--- config.mk ---
export PLATFORM = sky130hd
export DESIGN_NAME = mesh_link_flat
export DESIGN_NICKNAME = d
export VERILOG_FILES = /design/src/rtl/mesh_link_pkg.sv /design/src/rtl/mesh_link_if.sv /design/src/rtl/mesh_link_fifo.sv /design/src/rtl/mesh_link.sv /design/src/flat_wrapper.sv
export SDC_FILE = /design/constraint.sdc
export NUM_CORES = 1
export LEC_CHECK = 0
export ABC_AREA = 1
export ABC_CLOCK_PERIOD_IN_PS = 2009
export CORE_MARGIN = 2
export CORE_UTILIZATION = 57
export CTS_CLUSTER_DIAMETER = 150
export DETAILED_ROUTE_END_ITERATION = 8
export DONT_BUFFER_PORTS = 1
export PLACE_DENSITY = 0.75
export SYNTH_ARGS = -nofsm -noshare
export SYNTH_HDL_FRONTEND = slang
export SYNTH_HIERARCHICAL = 1
export SYNTH_SLANG_ARGS = --single-unit
--- constraint.sdc ---
create_clock -name clk -period 2.01 [get_ports clk]
set_input_delay 0.1005 -clock clk [delete_from_list [all_inputs] [get_ports clk]]
set_output_delay 0.1005 -clock clk [all_outputs]
set_load 0.03 [all_outputs]
--- src/rtl/mesh_link_pkg.sv ---
// Shared mesh types: word width and word typedef used by every tile-facing link.
package mesh_link_pkg;
  localparam int WORD_W = 32;
  typedef logic [WORD_W-1:0] word_t;
endpackage

--- src/rtl/mesh_link_if.sv ---
// Tile-to-tile link bundle: sender handshake in, receiver handshake out, occupancy.
// xfer_cnt/stall_cnt exist only when MESH_LINK_STATS_EN is defined.
interface mesh_link_if
  import mesh_link_pkg::*;
#(
  parameter int DEPTH = 4,
  parameter int CNT_W = $clog2(DEPTH) + 1
);
  word_t            snd_data;
  logic             snd_ready;
  logic             snd_done;
  word_t            rcv_data;
  logic             rcv_valid;
  logic             rcv_ready;
  logic [CNT_W-1:0] count;
`ifdef MESH_LINK_STATS_EN
  logic [31:0]      xfer_cnt;
  logic [31:0]      stall_cnt;
`endif

  // master: the tiles on either side; slave: the link itself.
  modport master (
    output snd_data, snd_ready, rcv_ready,
    input  snd_done, rcv_data, rcv_valid, count
`ifdef MESH_LINK_STATS_EN
    , input xfer_cnt, stall_cnt
`endif
  );

  modport slave (
    input  snd_data, snd_ready, rcv_ready,
    output snd_done, rcv_data, rcv_valid, count
`ifdef MESH_LINK_STATS_EN
    , output xfer_cnt, stall_cnt
`endif
  );
endinterface

--- src/rtl/mesh_link_fifo.sv ---
// Power-of-two FIFO with occupancy count; caller guarantees no push when full
// and no pop when empty.
module mesh_link_fifo
  import mesh_link_pkg::*;
#(
  parameter int DEPTH = 4,
  parameter int CNT_W = $clog2(DEPTH) + 1
) (
  input  logic             clk,
  input  logic             rst,
  input  logic             push_i,
  input  logic             pop_i,
  input  word_t            wdata_i,
  output word_t            rdata_o,
  output logic             full_o,
  output logic             empty_o,
  output logic [CNT_W-1:0] count_o
);
  localparam int PTR_W = $clog2(DEPTH);

  word_t            mem_q [DEPTH];
  logic [PTR_W-1:0] wr_ptr_q, wr_ptr_d;
  logic [PTR_W-1:0] rd_ptr_q, rd_ptr_d;
  logic [CNT_W-1:0] count_q, count_d;

  // NOTE: storage is deliberately not reset; the pointers and count alone
  // define which entries are live, so clearing the array would only add logic.
  always_ff @(posedge clk) begin
    if (push_i) mem_q[wr_ptr_q] <= wdata_i;
  end

  // NOTE: every always_comb output gets a default first so no latch is inferred.
  always_comb begin
    wr_ptr_d = wr_ptr_q;
    rd_ptr_d = rd_ptr_q;
    count_d  = count_q;
    if (push_i) wr_ptr_d = wr_ptr_q + 1'b1;
    if (pop_i)  rd_ptr_d = rd_ptr_q + 1'b1;
    unique case ({push_i, pop_i})
      2'b10:   count_d = count_q + 1'b1;
      2'b01:   count_d = count_q - 1'b1;
      default: count_d = count_q;
    endcase
  end

  // NOTE: sequential state uses non-blocking assignments only.
  always_ff @(posedge clk or posedge rst) begin
    if (rst) begin
      wr_ptr_q <= '0;
      rd_ptr_q <= '0;
      count_q  <= '0;
    end else begin
      wr_ptr_q <= wr_ptr_d;
      rd_ptr_q <= rd_ptr_d;
      count_q  <= count_d;
    end
  end

  assign full_o  = (count_q == CNT_W'(DEPTH));
  assign empty_o = (count_q == '0);
  // Forced to zero while empty so the output is clean out of reset.
  assign rdata_o = empty_o ? '0 : mem_q[rd_ptr_q];
  assign count_o = count_q;
endmodule

--- src/rtl/mesh_link.sv ---
// One-direction buffered channel between adjacent mesh tiles.
// Define MESH_LINK_STATS_EN to add saturating transfer/stall counters.
module mesh_link
  import mesh_link_pkg::*;
#(
  parameter int DEPTH = 4,
  parameter int CNT_W = $clog2(DEPTH) + 1
) (
  input logic       clk,
  input logic       rst,
  mesh_link_if.slave link
);
  logic done_q, done_d;
  logic push, pop, full, empty;

  // The sender retires its word only after seeing snd_done, so acceptance is
  // blocked during the done cycle to avoid taking the same word twice.
  assign push   = link.snd_ready && !full && !done_q;
  assign pop    = !empty && link.rcv_ready;
  assign done_d = push;

  always_ff @(posedge clk or posedge rst) begin
    if (rst) done_q <= 1'b0;
    else     done_q <= done_d;
  end

  mesh_link_fifo #(
    .DEPTH (DEPTH),
    .CNT_W (CNT_W)
  ) u_fifo (
    .clk     (clk),
    .rst     (rst),
    .push_i  (push),
    .pop_i   (pop),
    .wdata_i (link.snd_data),
    .rdata_o (link.rcv_data),
    .full_o  (full),
    .empty_o (empty),
    .count_o (link.count)
  );

  assign link.snd_done  = done_q;
  assign link.rcv_valid = !empty;

`ifdef MESH_LINK_STATS_EN
  logic [31:0] xfer_cnt_q, xfer_cnt_d;
  logic [31:0] stall_cnt_q, stall_cnt_d;

  always_comb begin
    xfer_cnt_d  = xfer_cnt_q;
    stall_cnt_d = stall_cnt_q;
    if (pop && !(&xfer_cnt_q))                     xfer_cnt_d  = xfer_cnt_q + 1'b1;
    if (link.snd_ready && full && !(&stall_cnt_q)) stall_cnt_d = stall_cnt_q + 1'b1;
  end

  always_ff @(posedge clk or posedge rst) begin
    if (rst) begin
      xfer_cnt_q  <= '0;
      stall_cnt_q <= '0;
    end else begin
      xfer_cnt_q  <= xfer_cnt_d;
      stall_cnt_q <= stall_cnt_d;
    end
  end

  assign link.xfer_cnt  = xfer_cnt_q;
  assign link.stall_cnt = stall_cnt_q;
`endif
endmodule

--- src/flat_wrapper.sv ---
// flat-port wrapper written by rule: the top's interface ports become plain ports
module mesh_link_flat import mesh_link_pkg::*;
#(
  parameter int DEPTH = 4,
  parameter int CNT_W = $clog2(DEPTH) + 1
)
  (clk, rst, link_snd_data, link_snd_ready, link_rcv_ready, link_snd_done, link_rcv_data, link_rcv_valid, link_count);
  mesh_link_if #(.DEPTH(DEPTH), .CNT_W(CNT_W)) link_i ();
  input logic clk;
  input logic rst;
  input wire logic [$bits(link_i.snd_data)-1:0] link_snd_data;
  input wire logic [$bits(link_i.snd_ready)-1:0] link_snd_ready;
  input wire logic [$bits(link_i.rcv_ready)-1:0] link_rcv_ready;
  output wire logic [$bits(link_i.snd_done)-1:0] link_snd_done;
  output wire logic [$bits(link_i.rcv_data)-1:0] link_rcv_data;
  output wire logic [$bits(link_i.rcv_valid)-1:0] link_rcv_valid;
  output wire logic [$bits(link_i.count)-1:0] link_count;
  assign link_i.snd_data = link_snd_data;
  assign link_i.snd_ready = link_snd_ready;
  assign link_i.rcv_ready = link_rcv_ready;
  assign link_snd_done = link_i.snd_done;
  assign link_rcv_data = link_i.rcv_data;
  assign link_rcv_valid = link_i.rcv_valid;
  assign link_count = link_i.count;
  mesh_link #(.DEPTH(DEPTH), .CNT_W(CNT_W)) u_core (.clk(clk), .rst(rst), .link(link_i));
endmodule
# After elaboration in Yosys (flattened, before gate mapping)
# Memory sizes are Yosys's and may differ from the RTL's.
# Cells that the tools add are included.
# totals
word_cells	24
in_bits	36
ramBits	128
mem_count	1
regBits	8
# classes
eq_ne	3
n_mux	4
add_sub_neg	4
n_reduce_logical	8
# mem_list
name	depth	word_bits	read_ports	rd_ports_with_merged_regs	write_ports	line_no	source
u_core.u_fifo.mem_q	4	32	1	0	1	mesh_link_fifo.sv:21	word_t mem_q [DEPTH];
# ops
cell	count
$mux 32	1
$pmux 3 s2	1
$add 2x1->2 const B	2
$add 3x1->3 const B	1
$eq 3x3->1 const B	1
$logic_and 1x1->1	3
$logic_not 1->1	3
$logic_not 3->1	1
$sub 3x1->3 const B	1
$eq 2x1->1 const B	1
$eq 2x2->1 const B	1
$mux 1	2
$reduce_bool 2->1	1

# Depth between registers and ports, before layout
# Gate-level depths: netlist (run 1).
# logic_depth
ltp_word	6
mapped_depth	15
mapped_depth_nobuf	14

# Hierarchy
# Netlist (run 1), hierarchy kept.
# by_module_without_submodules
mod	cells_each	instances	area_per_inst_um2	seq_area_each_um2
mesh_link_fifo	554	1	5859.4	4018.9
mesh_link	8	1	53.8	25.0

# Worst setup path after synthesis (run 1)
# OpenSTA, ideal clock, no wires.
# synth_path
kind	flip-flop to flip-flop
startpoint	register u_core.u_fifo.count_q[0] (netlist: u_core/u_fifo/count_o[0])
endpoint	memory u_core/u_fifo/mem_q[0][0] (netlist bit), enable pin
slack_ns	-0.216
arrival_time_ns	1.839
period_less_slack_ns	2.226
n_path_buf	1
setup_ns	0.387
path_stages_with_launch	8
t_required_ns	1.623
path_cell_list	dfrtp_1 > nor3_1 > inv_1 > nand2_1 > nor2_2 > clkbuf_1 > nand2_1 > inv_1
# synth_between
elab_chain_cells	6
# synth_rtl
element	line_no	source
start: declaration	mesh_link_fifo.sv:24	logic [CNT_W-1:0] count_q, count_d;
start signal: assignment	mesh_link_fifo.sv:55	count_q <= count_d;
$eq 3x3->1	mesh_link_fifo.sv:59	assign full_o = (count_q == CNT_W'(DEPTH));
net u_core.full	mesh_link.sv:14	logic push, pop, full, empty;
$logic_not 1->1	mesh_link.sv:18	assign push = link.snd_ready && !full && !done_q;
$logic_and 1x1->1 (2 in a row)	mesh_link.sv:18	
net u_core.done_d	mesh_link.sv:13	logic done_q, done_d;
$mux 1	mesh_link_fifo.sv:29	if (push_i) mem_q[wr_ptr_q] <= wdata_i;
$mux 1 (implied by the code)	mesh_link_fifo.sv:29	
end: declaration	mesh_link_fifo.sv:21	
# The timed path passes the listed nets, and every way through them passes these cells.

# Worst setup path in the final report (run 1)
# layout_path
startpoint	register u_core.u_fifo.rd_ptr_q[0]
endpoint	output link_rcv_data[30]
# layout_between
elab_chain_cells	2
# layout_rtl
element	line_no	source
start: declaration	mesh_link_fifo.sv:23	logic [PTR_W-1:0] rd_ptr_q, rd_ptr_d;
start signal: assignment	mesh_link_fifo.sv:54	rd_ptr_q <= rd_ptr_d;
$mem_v2 4x32	--	
$mux 32	mesh_link_fifo.sv:62	assign rdata_o = empty_o ? '0 : mem_q[rd_ptr_q];
end: declaration	flat_wrapper.sv:15	output wire logic [$bits(link_i.rcv_data)-1:0] link_rcv_data;
# No other way between the ends.

==> results.yml, run 1 <==
run_status:
  status: "complete, no violations"
critical_path:
  start_kind: "register"
  cp_max_fo: 38
  required_ns: 1.91
  ff2ff_path_depth: 12
  crit_arrival_ns: 1.85
  crit_start: "u_core/u_fifo/rd_ptr_q[0]"
  end_kind: "output pin"
  critPathKind: "register to output pin"
  r2r_start: "u_core/u_fifo/count_o[0]"
clock_tree:
  cts_tree: "yes"
  cts_buffer_depth: 2
  clk_pin_slew_ns: 0.06
  cts_max_level: 4
  clk_latency_ns: 0.52
  cts_buffers: 17
  cts_root_buf: "clkbuf_8"
  numClockSinks: 136
timing:
  fmax_mhz: 511
  fin_crit_ns: 1.96
  setup_ws_ns: 0.0545
  tightestPinTransition_ns: 0.417
  fin_crit_sh_pct: 97.3
  slew_headroom_pct: 72.2
  fin_skew_ns: 0.00930
  slew_viol_final: 0
  hold_viol_final: 0
  grt_setup_unrepaired: "yes"
  setup-violations-final: 0
detailed_routing:
  dr.pass1.iters: 7
  wl_per_cell_um: 15.3
  vias_per_cell: 5.08
  drcViolationCount: 0
  dr_total_vias: 4053
  routed_wl_mm: 12.2
  ant_nets: 0
  drt-initial-drc-count: 354
logic_synthesis:
  yosysTopAreaCellShare_pct: 65.0
  syn-num-nets: 604
  synth-seq-area-share_pct: 68.4
  synth-simple-area-share_pct: 15.0
  synthMuxAreaShare_pct: 0
  ys_types: 22
  synth_top_family_by_area: "simple AND/OR/NAND/NOR gates"
  synth_area_leaders: "edfxtp_1 65%, inv_1 9.3%, nand2_1 8.9%"
  synth_xor_area_share_pct: 0.592
  yosys_warnings: 6
  synth_area_um2: 5910
  synth_ff_type: "edfxtp_1"
  synthTopCellsByCount: "147 x inv_1, 140 x nand2_1, 128 x edfxtp_1, 65 x nand3_1, 32 x a21oi_1"
  ys_async_sr_fraction_pct: 5.88
  synthAdderAreaFrac_pct: 1.40
  synth_cells: 562
  synth.avg_cell_area_um2: 10.5
  yosysMostFrequentCell: "inv_1"
  yosys.area.top_type: "edfxtp_1"
  synth_compound_area_share_pct: 2.88
  synth-seq-cells: 136
  synth_edf_count: 128
worst_hold_path:
  hold_start: "link_snd_data[26]"
  hold_depth: 1
  hold_path.class: "input pin to register"
pwr:
  ir_worst_vdd_v: 0.00137
  power.leakage_uw: 0.00330
  pwr_density_cell_nw_per_um2: 1650
grt:
  grt_pass1_wl_mm: 19.4
  antenna_found_initial: 1
  grt_max_degree: 39
  grt.total_usage_pct: 22.9
  grt_overflow: 0
  grt_pass1_vias: 4127
die:
  ios: 73
  coreArea_um2: 10200
  die_area_um2: 11200
  die_h_um: 106
  rows: 37
  dieWidth_um: 106
  start_util_pct: 58.1
finish:
  syn_to_final_growth_pct: 25.1
  fillerInstances: 685
  layout-drive-gt1-share_pct: 14.7
  nNetsFinal: 690
  utilization_pct: 72.6
placement:
  portBuffers: 0
  pre_cts_ws_ns: 0.146
  dp_hpwl_mm: 7.15
  gp_congestion: 0.775
job:
  max-cap-violations: 0
-- registers in the layout, summed over array words and instances (netlist names) --
signal and count:
u_core/u_fifo/mem_q 128, u_core/u_fifo/wr_ptr_q 2, u_core/u_fifo/count_o 3, u_core/u_fifo/rd_ptr_q 2
u_core/link.snd_done 1
-- cell type report --
type / instances / area, um2 / share of cell area, %
inverter: 148 / 576 / 7.78
clock inverter: 15 / 201 / 2.72
sequential: 136 / 4050 / 54.7
timing repair buffer: 91 / 803 / 10.9
clock buffer: 17 / 414 / 5.60
tap: 136 / 170 / 2.30
multi-input combinational: 254 / 1180 / 16.0
antenna: 1 / 2.50 / 0.0338
-- worst max-delay path, cell delays in order, from the launching register on --
cell,delay [ns]
dfrtp_2,0.45
buf_6,0.22
nand2_1,0.11
nand3_1,0.10
a21oi_2,0.24
buf_4,0.20
-- cell usage in the layout (no fill, tap or decap), types with 2 or more instances in the layout --
master           n
clkinvlp_4       6
dfrtp_1          4
dfrtp_2          4
xor2_1           3
a21oi_1         31
buf_4           49
clkinv_2         2
nand2_1        140
inv_1          143
edfxtp_1       128
nand3_1         65
bufinv_16        4
ha_1             5
buf_6            4
o21ai_0          2
inv_6            3
clkinv_4         4
clkbuf_16       16
dlygate4sd3_1   37
-- stage by stage --
stage               total power [uW]  instance area, um2  cells  hold WS [ns]  setup TNS, ns
finish                         12200                7400    798         0.282              0
global route                   12800                7400    798         0.279        -0.0281
CTS                            12200                7380    797         0.268              0
detailed placement              8880                6380    728        -0.166              0
global placement                8730                6380    728        -0.167              0
floorplan                       7250                5930    562        -0.171              0
-- path summary, 6_finish.rpt --
path                                               to  slack, ns
setup / recovery                    link_rcv_data[30]       0.05
hold / removal             u_core/u_fifo/mem_q[3][26]       0.28
setup reg to reg             u_core/u_fifo/count_o[2]       0.14
hold reg to reg             u_core/u_fifo/wr_ptr_q[0]       0.53
max in group asynchronous        u_core/link.snd_done       0.95
min in group asynchronous   u_core/u_fifo/wr_ptr_q[1]       0.52
-- routing by layer --
layer	track usage [%]	share of wire, %
met5	0	0
met4	9.02	1.6
met3	6.31	6.8
met2	39.7	52
met1	27.2	40
-- power breakdown --
group / leakage, uW / internal (uW) / switching, uW
clock network: 0.000296 / 2020 / 1160
logic: 0.00175 / 1700 / 3500
registers: 0.00126 / 3640 / 169
-- kinds of logic (layout without fill, tap and decap cells) --
family | count (synthesis) | after routing
other | 0 | 1
flip-flops | 136 | 136
adder cells (fa/ha/maj) | 6 | 6
AO/OA/AOI/OAI | 34 | 34
XOR/XNOR | 4 | 4
AND/OR/NAND/NOR | 210 | 210
buffers and inverters | 172 | 271
-- repair_timing --
action,CTS,global route
setup endpoints to repair,12,8
resized for setup,4,3
setup buffers,0,0
hold buffers,37,0
endpoints found under the hold margin,141,0
No activity file was read; power rests on OpenSTA's default activity.
==> run 2: changes to the inputs <==
CORE_MARGIN = default   (was 2)
HOLD_SLACK_MARGIN = 0.08   (was default)
SYNTH_HIERARCHICAL = default   (was 1)
==> run 2 against run 1 <==
  * Clock power decreased by 20%
  * Highest routed layer unchanged
  * Design area is 0.36% higher
  * Critical endpoint is now link_rcv_data[16]
  * Setup slack better by 0.00086 ns
  * Global-route usage increased by 2.2 points
  * Register-to-register slack improved by 0.08 ns
==> results.yml, run 2 <==
die:
  coreArea_um2: 9950
  die_h_um: 104
  ios: 73
  rows: 36
  die_area_um2: 10800
  start_util_pct: 59.7
  dieWidth_um: 104
placement:
  dp_hpwl_mm: 7.58
  dpl.cell_count: 734
  gp_congestion: 0.781
  portBuffers: 0
finish:
  multiInputGateArea_um2: 1260
  final_common_cell: "nand2_1"
  final_cell_mix: "141 x nand2_1, 128 x edfxtp_1, 92 x inv_1"
  nNetsFinal: 704
  fin_cells: 808
  largest_reg_flops: 128
  seq_area_um2: 4050
  syn_to_final_growth_pct: 24.9
  regMostFlops: "u_core.u_fifo.mem_q"
  fillerInstances: 622
  layout-drive-gt1-share_pct: 20.9
logic_synthesis:
  synth_cells: 566
  synthTopCellsByCount: "141 x nand2_1, 128 x edfxtp_1, 92 x inv_1, 67 x nand3_1, 32 x a21oi_1"
  yosys_warnings: 0
  syn-num-nets: 608
  synth_area_leaders: "edfxtp_1 65%, nand2_1 8.9%, inv_1 5.8%"
  yosysTopAreaCellShare_pct: 64.7
  yosys.area.top_type: "edfxtp_1"
  synth.avg_cell_area_um2: 10.5
  synth_ff_type: "edfxtp_1"
  ys_async_sr_fraction_pct: 5.88
  synth_edf_count: 128
  ys_types: 20
  synth_area_um2: 5940
  synth-seq-cells: 136
  yosysMostFrequentCell: "nand2_1"
  synth-seq-area-share_pct: 68.0
critical_path:
  critPathKind: "register to output pin"
  start_kind: "register"
  ff2ff_path_depth: 11
  cp_common_cell: "buf_4"
  path_buf_inv: 3
  critPathTopFamily: "buffers and inverters"
  cp_slowest_cell: "dfrtp_2"
  cp_max_fo: 14
  end_kind: "output pin"
  required_ns: 1.91
  crit_arrival_ns: 1.85
  worst-path-stages: 6
  max_stage_delay_ns: 0.43
  cp_cell_sequence: "buf_4 > buf_4 > nand2_1 > nand3_1 > a21oi_2 > buf_6"
grt:
  grt_util_met2_pct: 43.1
  grt_pass1_vias: 4343
  use_met3_pct: 6.45
  busiest_layer: "met2"
  grt_max_degree: 35
  grt.total_usage_pct: 25.1
  grt_overflow: 0
  use_met1_pct: 29.3
  antenna_found_initial: 1
  grt_pass1_wl_mm: 20.4
pwr:
  report.power.total_uw: 11900
  power.leakage_uw: 0.00322
  pwr_density_cell_nw_per_um2: 1610
  ir_worst_vdd_v: 0.00112
timing:
  slew_headroom_pct: 74.7
  fmax_mhz: 512
  fin_skew_ns: 0.00525
  hold_viol_final: 0
  setup-violations-final: 0
  slew_viol_final: 0
  tightestPinTransition_ns: 0.379
  fin_crit_ns: 1.95
  fin_hold_ws_ns: 0.283
  fin_crit_sh_pct: 97.2
worst_hold_path:
  hold_path.class: "input pin to register"
  hold_depth: 1
clock_tree:
  cts_buffer_depth: 2
  cts_buffers: 17
  cts_max_level: 4
  clk_pin_slew_ns: 0.06
  numClockSinks: 136
  clk_latency_ns: 0.52
  cts_root_buf: "clkbuf_8"
  cts_tree: "yes"
detailed_routing:
  dr_total_vias: 4110
  drt-initial-drc-count: 323
  vias_per_cell: 5.09
  dr.pass1.iters: 4
  routed_wl_mm: 12.9
  wl_per_cell_um: 16.0
  ant_nets: 0
  drcViolationCount: 0
run_status:
  status: "complete, no violations"
job:
  max-cap-violations: 0
run 2: kinds of logic (layout without fill, tap and decap cells):
kind of cell / Yosys count / after routing / synth area share [%]
other: 0 / 1 / 0
adder cells (fa/ha/maj): 6 / 6 / 1.39
XOR/XNOR: 2 / 2 / 0.295
AO/OA/AOI/OAI: 34 / 34 / 2.86
flip-flops: 136 / 136 / 68.0
AND/OR/NAND/NOR: 217 / 217 / 15.5
buffers and inverters: 171 / 279 / 12.0
run 2: worst paths after layout:
| kind | from | end | slack (ns) |
|---|---|---|---|
| max | u_core.u_fifo.rd_ptr_q[0] | link_rcv_data[16] | 0.06 |
| min | link_snd_data[14] | u_core.u_fifo.mem_q[3][14] | 0.28 |
| max reg2reg | u_core.u_fifo.count_o[2] | u_core.u_fifo.count_o[2] | 0.22 |
| min reg2reg | u_core.u_fifo.wr_ptr_q[1] | u_core.u_fifo.wr_ptr_q[1] | 0.53 |
| max in group asynchronous | rst | u_core.u_fifo.rd_ptr_q[0] | 1.19 |
| min in group asynchronous | rst | u_core.u_fifo.wr_ptr_q[1] | 0.53 |
run 2: layout make-up:
cell class	instances	share of cell area, %
sequential	136	54.5
multi-input combinational	259	17.0
timing repair buffer	101	12.0
inverter	147	7.65
clock buffer	21	5.78
tap	133	2.24
clock inverter	10	0.775
antenna	1	0.0337
run 2: repair_timing:
item | in CTS | in global routing
hold endpoints to repair | 144 | 0
setup buffers | 3 | 3
pin swaps | 0 | 4
gates resized for setup | 7 | 21
setup endpoints to repair | 29 | 23
hold buffers | 36 | 0
run 2: power by group:
| part | internal, uW | total, uW | switching [uW] |
|---|---|---|---|
| combinational | 1940 | 5580 | 3640 |
| sequential | 3630 | 3800 | 177 |
| clock | 1490 | 2550 | 1060 |
| total | 7050 | 11900 | 4880 |
run 2: through the flow:
| stage | setup slack (ns) | TNS, ns | area [um2] | utilization, % |
|---|---|---|---|---|
| finish | 0.0554 | 0 | 7420 | 74.6 |
| global route | -0.00474 | -0.00798 | 7420 | 74.6 |
| CTS | -0.000717 | -0.000717 | 7320 | 73.6 |
| detailed placement | 0.250 | 0 | 6430 | 64.6 |
| global placement | 0.347 | 0 | 6430 | 64.6 |
| floorplan | -0.221 | -28.33 | 5950 | - |
run 2: per-layer routing:
metal	wire length, um	vias up
li1	-	1982
met1	5180	1960
met2	6800	144
met3	719	24
met4	239	0
met5	0	-
